## src/rtl/iddr_gearbox_nx.sv

```systemverilog
// Multi-lane 1:RATIO input deserializer with per-lane bit-slip and an
// automatic training-pattern search. Everything runs on ECLK; each lane
// marks its own words with a one-cycle QVALID strobe.

// One lane: bit history, word window, phase counter, slip control, align FSM.
module iddr_gearbox_lane #(
  parameter int              RATIO         = 8,
  parameter logic [RATIO-1:0] ALIGN_PATTERN = RATIO'(8'hB4),
  parameter int              SETTLE_WORDS  = 2
) (
  input  logic             ECLK,
  input  logic             RST,
  input  logic             d_rise,
  input  logic             d_fall,
  input  logic             alignwd,
  input  logic             align_en,
  output logic [RATIO-1:0] q,
  output logic             qvalid,
  output logic             locked,
  output logic             align_err
);
  localparam int HALF = RATIO / 2;
  localparam int CW   = (HALF > 1) ? $clog2(HALF) : 1;
  localparam int SW   = $clog2(RATIO + 1);

  typedef enum logic [2:0] {
    S_IDLE, S_CHECK, S_SLIP, S_WAIT, S_LOCK, S_FAIL
  } state_t;

  // hist[RATIO] is the newest bit, hist[0] the oldest
  logic [RATIO:0]   hist;
  logic             sel;
  logic [CW-1:0]    cnt;
  logic [CW:0]      cnt_sum;
  logic [CW-1:0]    cnt_nxt;
  logic [RATIO-1:0] word_r;
  logic [1:0]       vld_pipe;
  logic             aw_r, aw_d;
  state_t           st;
  logic [SW-1:0]    slip_cnt;
  logic [2:0]       settle;

  logic             slip, last, early, strobe;
  logic [RATIO-1:0] win0, win1, cap_word;

  // Window select, slip source and strobe decode
  always_comb begin
    win0     = hist[RATIO:1];
    win1     = hist[RATIO-1:0];
    slip     = align_en ? (st == S_SLIP) : (aw_r & ~aw_d);
    last     = (cnt == CW'(HALF - 1));
    // a 1->0 slip drops one cycle from the period; if that cycle was the
    // last one before the strobe, the strobe is pulled into this cycle
    early    = slip & sel & (cnt == CW'(HALF - 2));
    strobe   = last | early;
    // regular strobe captures with the pre-slip window; the early one
    // already belongs to the new (SEL=0) alignment
    cap_word = (last && sel) ? win1 : win0;
    cnt_sum  = {1'b0, cnt} + ((slip && sel) ? (CW+1)'(2) : (CW+1)'(1));
    cnt_nxt  = (cnt_sum >= (CW+1)'(HALF)) ? CW'(cnt_sum - (CW+1)'(HALF))
                                          : CW'(cnt_sum);
  end

  // Datapath: history shift, slip, phase counter, word capture
  always_ff @(posedge ECLK) begin
    if (RST) begin
      hist     <= '0;
      sel      <= 1'b0;
      cnt      <= '0;
      word_r   <= '0;
      vld_pipe <= '0;
      q        <= '0;
      aw_r     <= 1'b0;
      aw_d     <= 1'b0;
    end else begin
      hist     <= {d_fall, d_rise, hist[RATIO:2]};
      aw_r     <= alignwd;
      aw_d     <= aw_r;
      if (slip) sel <= ~sel;
      cnt      <= cnt_nxt;
      vld_pipe <= {vld_pipe[0], strobe};
      if (strobe)      word_r <= cap_word;
      if (vld_pipe[0]) q      <= word_r;
    end
  end

  assign qvalid = vld_pipe[1];

  // Auto-align search: compare, slip, settle, repeat until lock or RATIO slips
  always_ff @(posedge ECLK) begin
    if (RST) begin
      st        <= S_IDLE;
      slip_cnt  <= '0;
      settle    <= '0;
      locked    <= 1'b0;
      align_err <= 1'b0;
    end else if (!align_en) begin
      st        <= S_IDLE;
      locked    <= 1'b0;
      align_err <= 1'b0;
    end else begin
      case (st)
        S_IDLE: begin
          st       <= S_CHECK;
          slip_cnt <= '0;
        end
        S_CHECK: begin
          if (strobe) begin
            if (cap_word == ALIGN_PATTERN) begin
              st     <= S_LOCK;
              locked <= 1'b1;
            end else if (slip_cnt == SW'(RATIO)) begin
              st        <= S_FAIL;
              align_err <= 1'b1;
            end else begin
              st <= S_SLIP;
            end
          end
        end
        S_SLIP: begin
          slip_cnt <= slip_cnt + SW'(1);
          settle   <= '0;
          st       <= S_WAIT;
        end
        S_WAIT: begin
          if (strobe) begin
            if (settle == 3'(SETTLE_WORDS - 1)) st <= S_CHECK;
            else                                settle <= settle + 3'd1;
          end
        end
        S_LOCK:  st <= S_LOCK;
        S_FAIL:  st <= S_FAIL;
        default: st <= S_IDLE;
      endcase
    end
  end
endmodule

// Top: LANES independent lanes sharing ECLK, RST and ALIGN_EN.
module iddr_gearbox_nx #(
  parameter int               LANES         = 1,
  parameter int               RATIO         = 8,
  parameter logic [RATIO-1:0] ALIGN_PATTERN = RATIO'(8'hB4),
  parameter int               SETTLE_WORDS  = 2
) (
  input  logic                   ECLK,
  input  logic                   RST,
  input  logic [LANES-1:0]       D_RISE,
  input  logic [LANES-1:0]       D_FALL,
  input  logic [LANES-1:0]       ALIGNWD,
  input  logic                   ALIGN_EN,
  output logic [LANES*RATIO-1:0] Q,
  output logic [LANES-1:0]       QVALID,
  output logic [LANES-1:0]       LOCKED,
  output logic [LANES-1:0]       ALIGN_ERR
);
  for (genvar l = 0; l < LANES; l++) begin : g_lane
    iddr_gearbox_lane #(
      .RATIO        (RATIO),
      .ALIGN_PATTERN(ALIGN_PATTERN),
      .SETTLE_WORDS (SETTLE_WORDS)
    ) u_lane (
      .ECLK     (ECLK),
      .RST      (RST),
      .d_rise   (D_RISE[l]),
      .d_fall   (D_FALL[l]),
      .alignwd  (ALIGNWD[l]),
      .align_en (ALIGN_EN),
      .q        (Q[l*RATIO +: RATIO]),
      .qvalid   (QVALID[l]),
      .locked   (LOCKED[l]),
      .align_err(ALIGN_ERR[l])
    );
  end
endmodule

```

## config.mk

```make
export PLATFORM = sky130hd
export DESIGN_NAME = iddr_gearbox_nx
export DESIGN_NICKNAME = d
export VERILOG_FILES = /design/src/rtl/iddr_gearbox_nx.sv
export SDC_FILE = /design/constraint.sdc
export NUM_CORES = 1
export LEC_CHECK = 0
export ABC_AREA = 1
export CORE_MARGIN = 2
export CORE_UTILIZATION = 35
export CTS_CLUSTER_SIZE = 30
export DETAILED_ROUTE_END_ITERATION = 7
export PLACE_DENSITY = 0.65
export SLEW_MARGIN = 20
export SYNTH_ARGS = -nofsm -noshare
export SYNTH_HDL_FRONTEND = slang
export SYNTH_SLANG_ARGS = --single-unit
```

## constraint.sdc

```tcl
create_clock -name ECLK -period 1.8 [get_ports ECLK]
set_input_delay 0.36 -clock ECLK [delete_from_list [all_inputs] [get_ports ECLK]]
set_output_delay 0.36 -clock ECLK [all_outputs]
set_load 0.01 [all_outputs]
```

Word level (Yosys, flattened, before mapping)
Cells that the tools add are included.
{"block": "totals", "ff_bits": 44, "in_bits": 6, "out_inout_bits": 11, "elab_cells": 65}
{"block": "op_classes", "n_addsub": 4, "magnitude_cmp": 1, "eq_ne": 14, "n_mux": 14, "bitwise_logic": 8, "n_reduce_logical": 11}
{"op": "two-way mux 3 bit", "count": 7}
{"op": "one-hot mux 3 bit (6 select lines)", "count": 1}
{"op": "equality test 8 bit, second input constant", "count": 1}
{"op": "two-way mux 8 bit", "count": 1}
{"op": "one-hot mux 4 bit (2 select lines)", "count": 1}
{"op": "AND reduction 4 bit", "count": 2}
{"op": "equality test 3 x 1 -> 1 bit, second input constant", "count": 2}
{"op": "equality test 3 x 2 -> 1 bit, second input constant", "count": 2}
{"op": "equality test 3 bit, second input constant", "count": 2}
{"op": "!= test 2 x 1 -> 1 bit, second input constant", "count": 3}
{"op": "one-hot mux 3 bit (2 select lines)", "count": 1}
{"op": "AND reduction 3 bit", "count": 2}
{"op": "adder 4 x 1 -> 4 bit, second input constant", "count": 1}
{"op": "equality test 2 bit, second input constant", "count": 2}
{"op": "equality test 4 bit, second input constant", "count": 1}
{"op": "two-way mux 2 bit", "count": 2}
{"op": "inverter 1 bit", "count": 4}
{"op": "nonzero test 2 bit", "count": 2}
{"op": "adder 2 x 2 -> 3 bit", "count": 1}
{"op": "adder 3 x 1 -> 3 bit, second input constant", "count": 1}
{"op": "bitwise AND 1 bit", "count": 3}
{"op": ">= comparator 3 bit, second input constant", "count": 1}
{"op": "zero test 3 bit", "count": 1}
{"op": "logical AND 1 bit", "count": 2}
{"op": "other kinds (6)", "count": 6}

Longest topological paths before layout
{"block": "logic_depth", "ltp_word": 8, "mapped_depth": 12}

Least setup slack after synthesis
OpenSTA, ideal clock, no wires.
{"block": "synth_path", "kind": "in2reg", "startpoint": "input port ALIGN_EN", "endpoint": "register g_lane[0].u_lane.cnt[1]", "setup_ps": 128, "arrival_ps": 1386, "t_required_ps": 1672, "path_slack_ps": 286, "path_stages": 9, "n_path_buf": 0, "cell_sequence": "inv_1 nor3_4 nand2_2 nand2_4 nand2_1 ha_1 xor2_1 xor2_1 nor2_1"}
{"block": "synth_between", "elab_chain_len": 6, "word_cells_on_any_way": 7}
{"element": "from (decl)", "line_no": "151", "rtl": "input logic ALIGN_EN,"}
{"element": "two-way mux 1 bit *", "line_no": "50", "rtl": "slip = align_en ? (st == S_SLIP) : (aw_r & ~aw_d);"}
{"element": "logical AND 1 bit *", "line_no": "59", "rtl": "cnt_sum = {1'b0, cnt} + ((slip && sel) ? (CW+1)'(2) : (CW+1)'(1));"}
{"element": "two-way mux 2 bit *", "line_no": "59"}
{"element": "adder 2 x 2 -> 3 bit *", "line_no": "59"}
{"element": ">= comparator 3 bit or subtractor 2 x 1 -> 2 bit (tied branches)", "line_no": "60", "rtl": "cnt_nxt = (cnt_sum >= (CW+1)'(HALF)) ? CW'(cnt_sum - (CW+1)'(HALF))"}
{"element": "two-way mux 2 bit *", "line_no": "60"}
{"element": "to (signal assigned)", "line_no": "80", "rtl": "cnt <= cnt_nxt;"}
{"element": "to (decl)", "line_no": "33", "rtl": "logic [CW-1:0] cnt;"}
Mark *: on every way between the ends. The rest lies on a longest branch, timed or not.
A chain may end at the register's enable or synchronous reset.

Worst setup path after layout
{"block": "layout_path", "startpoint": "register g_lane[0].u_lane.cnt[1]", "endpoint": "register g_lane[0].u_lane.st[0]"}
{"block": "layout_between", "elab_chain_len": 7, "word_cells_on_any_way": 13}
{"element": "equality test 2 bit", "line_no": "51", "rtl": "last = (cnt == CW'(HALF - 1));"}
{"element": "logical AND 1 bit", "line_no": "58", "rtl": "cap_word = (last && sel) ? win1 : win0;"}
{"element": "two-way mux 8 bit", "line_no": "58"}
{"element": "equality test 8 bit", "line_no": "109", "rtl": "if (cap_word == ALIGN_PATTERN) begin"}
{"element": "two-way mux 3 bit", "line_no": "109"}
{"element": "two-way mux 3 bit", "line_no": "108", "rtl": "if (strobe) begin"}
{"element": "one-hot mux 3 bit (6 select lines)", "line_no": "102", "rtl": "case (st)"}
{"element": "to (signal assigned)", "line_no": "104", "rtl": "st <= S_CHECK;"}
{"element": "to (signal assigned)", "line_no": "110", "rtl": "st <= S_LOCK;"}
{"element": "to (signal assigned)", "line_no": "113", "rtl": "st <= S_FAIL;"}
{"element": "to (decl)", "line_no": "39", "rtl": "state_t st;"}
Parallel ways exist; a longest one is shown, timed or not. The select of a mux whose other input is x is not followed.

==> results.py <==
metrics = {
    "outcome": {
        "status": "complete, no violations",
    },
    "placed_design": {
        "dp_hpwl_um": 2710,
        "routabilityCongestion": 0.815,
        "post_dp_cell_area_um2": 2240,
        "port_buffers": 16,
        "pre_cts_slack_ns": -0.218,
    },
    "power_and_ir_drop": {
        "powerDensity_nw_per_um2": 853,
        "peakVddDrop_v": 0.000308,
        "power.total_w": 0.00202,
        "p_leak_nw": 1.06,
    },
    "layout": {
        "register_area_um2": 881,
        "multi_input_area_um2": 862,
        "drive_gt1_share_pct": 12.7,
        "design_area_um2": 2370,
        "layout.nets": 294,
        "fin_util_pct": 45.5,
        "n_antenna_cell": 0,
        "nFillCells": 556,
        "syn2layout_area_growth_pct": 23.1,
    },
    "min_path": {
        "whs_endpoint": "g_lane[0].u_lane.hist[6]$_SDFF_PP0_",
        "min_path_type": "reg -> reg",
        "worstHoldStart": "g_lane[0].u_lane.hist[8]$_SDFF_PP0_",
        "min_path_cells": 2,
    },
    "grt": {
        "grt_pass1_wl_um": 6620,
        "grt_antenna_before_repair": 0,
        "grt_pass1_vias": 1523,
        "grt_max_degree": 22,
        "grt_usage_pct": 13.6,
        "grt-ovfl-total": 0,
    },
    "yosys": {
        "ys_ff_latch": 44,
        "yosysMostFrequentCell": "nor2_1",
        "synthFlopType": "dfxtp_1",
        "syn_inst": 256,
        "synthTopCellsByCount": "51 x nor2_1, 44 x dfxtp_1, 38 x nand2_1",
        "synth_top_area_cell": "dfxtp_1",
        "synthArstFlopShare_pct": 0,
        "synth_enable_flop_cells": 0,
        "synthTopCellsByArea": "dfxtp_1 46%, nor2_1 9.9%, nand2_1 7.4%",
        "avgSynthCellArea_um2": 7.52,
        "yosysSeqAreaShare_pct": 45.8,
        "synth_nets": 267,
        "synth.cell_area_um2": 1920,
        "synth_cell_types": 26,
        "yosys_warnings": 0,
        "yosysTopAreaCellShare_pct": 45.8,
    },
    "sta": {
        "setup_violations": 0,
        "relSlewSlack_pct": 59.9,
        "slew_viol_final": 0,
        "timing.final.crit_share_pct": 87.0,
        "worst_pin_slew_ns": 0.597,
        "fin_crit_ns": 1.57,
        "rsz0062_at_grt": "false",
        "max_freq_ghz": 0.638,
        "timing.clock.skew_ns": 0.0130,
        "hold_viol_final": 0,
        "layout_setup_ws_ns": 0.233,
        "holdWs_ns": 0.437,
    },
    "worst_setup_path": {
        "path_max_fanout": 8,
        "worstReg2RegStart": "g_lane[0].u_lane.cnt[1]$_SDFF_PP0_",
        "end_kind": "flip-flop",
        "rr_endpoint": "g_lane[0].u_lane.st[0]$_SDFFE_PP0P_",
        "criticalPathCategory": "reg -> reg",
        "reg2reg_setup_slack_ns": 0.23,
        "worstPathArrival_ns": 1.78,
        "r2r_cells": 11,
        "critical_path_required_ns": 2.02,
        "start_kind": "flip-flop",
    },
    "run": {
        "max_cap_viol_count": 0,
    },
    "routing": {
        "via_per_inst": 4.55,
        "dr.pass1.iters": 4,
        "wl_um": 3660,
        "post_drt_wl_per_cell_um": 10.3,
        "vias": 1610,
        "ant_nets": 0,
        "drt_iter0_markers": 69,
        "drcViolationCount": 0,
    },
    "clock_tree": {
        "insertion_delay_ns": 0.30,
        "cts_tree": "yes",
        "root_buffer": "clkbuf_8",
        "clockBufferDepth": 2,
        "cts_num_sinks": 44,
        "htree_levels": 2,
        "cts_buffers": 5,
        "clkTransAtPathRegs_ns": 0.09,
    },
    "floorplanning": {
        "dieArea_um2": 6110,
        "coreArea_um2": 5200,
        "row_count": 26,
        "die_x_um": 78.2,
        "ios": 17,
        "initial_core_util_pct": 37.0,
        "die_h_um": 78.2,
    },
}
==> cells by family after synthesis <==
family	Yosys count	share of synthesized area, %
buffers and inverters	46	10.1
xor gates and xnor gates	4	1.82
DFF	44	45.8
AOI/OAI and AO/OA	39	11.1
adders and majority gates	5	3.25
and+or+nand+nor	118	28.0
==> critical path, cell delays in order (launching register included) <==
cell and delay [ns]:
dfxtp_1 0.33, buf_4 0.17, nand3_2 0.14, nand2_1 0.06, nand2_1 0.10, nand2_1 0.05, nor2_1 0.17, nand2_1 0.13
nand3_1 0.09, o211ai_1 0.09, nand2_1 0.09, inv_1 0.04
==> registers in the layout (all words and copies together) (netlist names) <==
register,flops
g_lane.u_lane.aw_r,1
g_lane.u_lane.hist,9
g_lane.u_lane.word_r,8
g_lane.u_lane.settle,3
g_lane.u_lane.st,3
g_lane.u_lane.cnt,2
g_lane.u_lane.locked,1
g_lane.u_lane.aw_d,1
g_lane.u_lane.q,8
g_lane.u_lane.sel,1
g_lane.u_lane.align_err,1
g_lane.u_lane.slip_cnt,4
g_lane.u_lane.vld_pipe,2
==> placed cells by master (no fill, tap or decap), types with 2 or more instances in the layout <==
cell and count:
a21oi_1 10, nand2_2 4, clkbuf_8 5, nand3_1 8
nand2_1 38, buf_12 2, o21ai_0 18, buf_4 11
nand2_4 2, xor2_1 3, a211oi_1 4, inv_1 34
nand4_1 9, ha_1 4, nor2_1 51, clkdlybuf4s50_1 15
inv_2 2, nor3_1 2, a31oi_1 4, dfxtp_1 44
==> area by class of cell <==
| type | instances | share of cell area, % |
|---|---|---|
| clock buffers | 5 | 2.90 |
| clock inverters | 3 | 1.95 |
| inverters | 37 | 5.86 |
| multi-input cells | 166 | 36.4 |
| flip-flops and latches | 44 | 37.2 |
| well taps | 70 | 3.70 |
| repair buffers | 29 | 12.0 |
==> power by group <==
part	switching, W	internal [W]
Combinational	0.000116	0.0000927
Clock	0.000358	0.000418
Sequential	0.0000239	0.00101
Total	0.000498	0.00152
==> layer usage <==
metal	routed length, µm	global-route usage (%)	share of wire [%]	vias up
met5	0	0	0	-
met4	44	5.26	1.2	0
met2	1680	23.2	46	24
met3	123	3.79	3.4	4
met1	1810	16.2	49	716
li1	-	-	-	866
==> per-stage QoR <==
| step | cells | TNS, ns |
|---|---|---|
| floorplan | 256 | 0 |
| global placement | 346 | -2.11 |
| detailed placement | 346 | -2.71 |
| CTS | 354 | 0 |
| global route | 354 | 0 |
| finish | 354 | 0 |
==> worst max path at each step <==
| stage | from | end | cells after the start | slack [ns] |
|---|---|---|---|---|
| floorplan | ALIGN_EN | g_lane[0].u_lane.cnt[1]$_SDFF_PP0_ | 9 | 0.29 |
| global placement | ALIGN_EN | g_lane[0].u_lane.cnt[1]$_SDFF_PP0_ | 10 | -0.17 |
| detailed placement | ALIGN_EN | g_lane[0].u_lane.settle[0]$_SDFFE_PP0P_ | 11 | -0.22 |
| CTS | ALIGN_EN | g_lane[0].u_lane.settle[0]$_SDFFE_PP0P_ | 11 | 0.11 |
| global route | g_lane[0].u_lane.cnt[0]$_SDFF_PP0_ | g_lane[0].u_lane.st[1]$_SDFFE_PP0P_ | 11 | 0.04 |
| finish | g_lane[0].u_lane.cnt[1]$_SDFF_PP0_ | g_lane[0].u_lane.st[0]$_SDFFE_PP0P_ | 11 | 0.23 |
==> repair_timing <==
item,CTS,global route
setup buffers,0,0
setup endpoints to repair,0,3
resized for setup,0,6
hold buffers,0,0
Note: power is estimated with default switching activity, not from simulation.
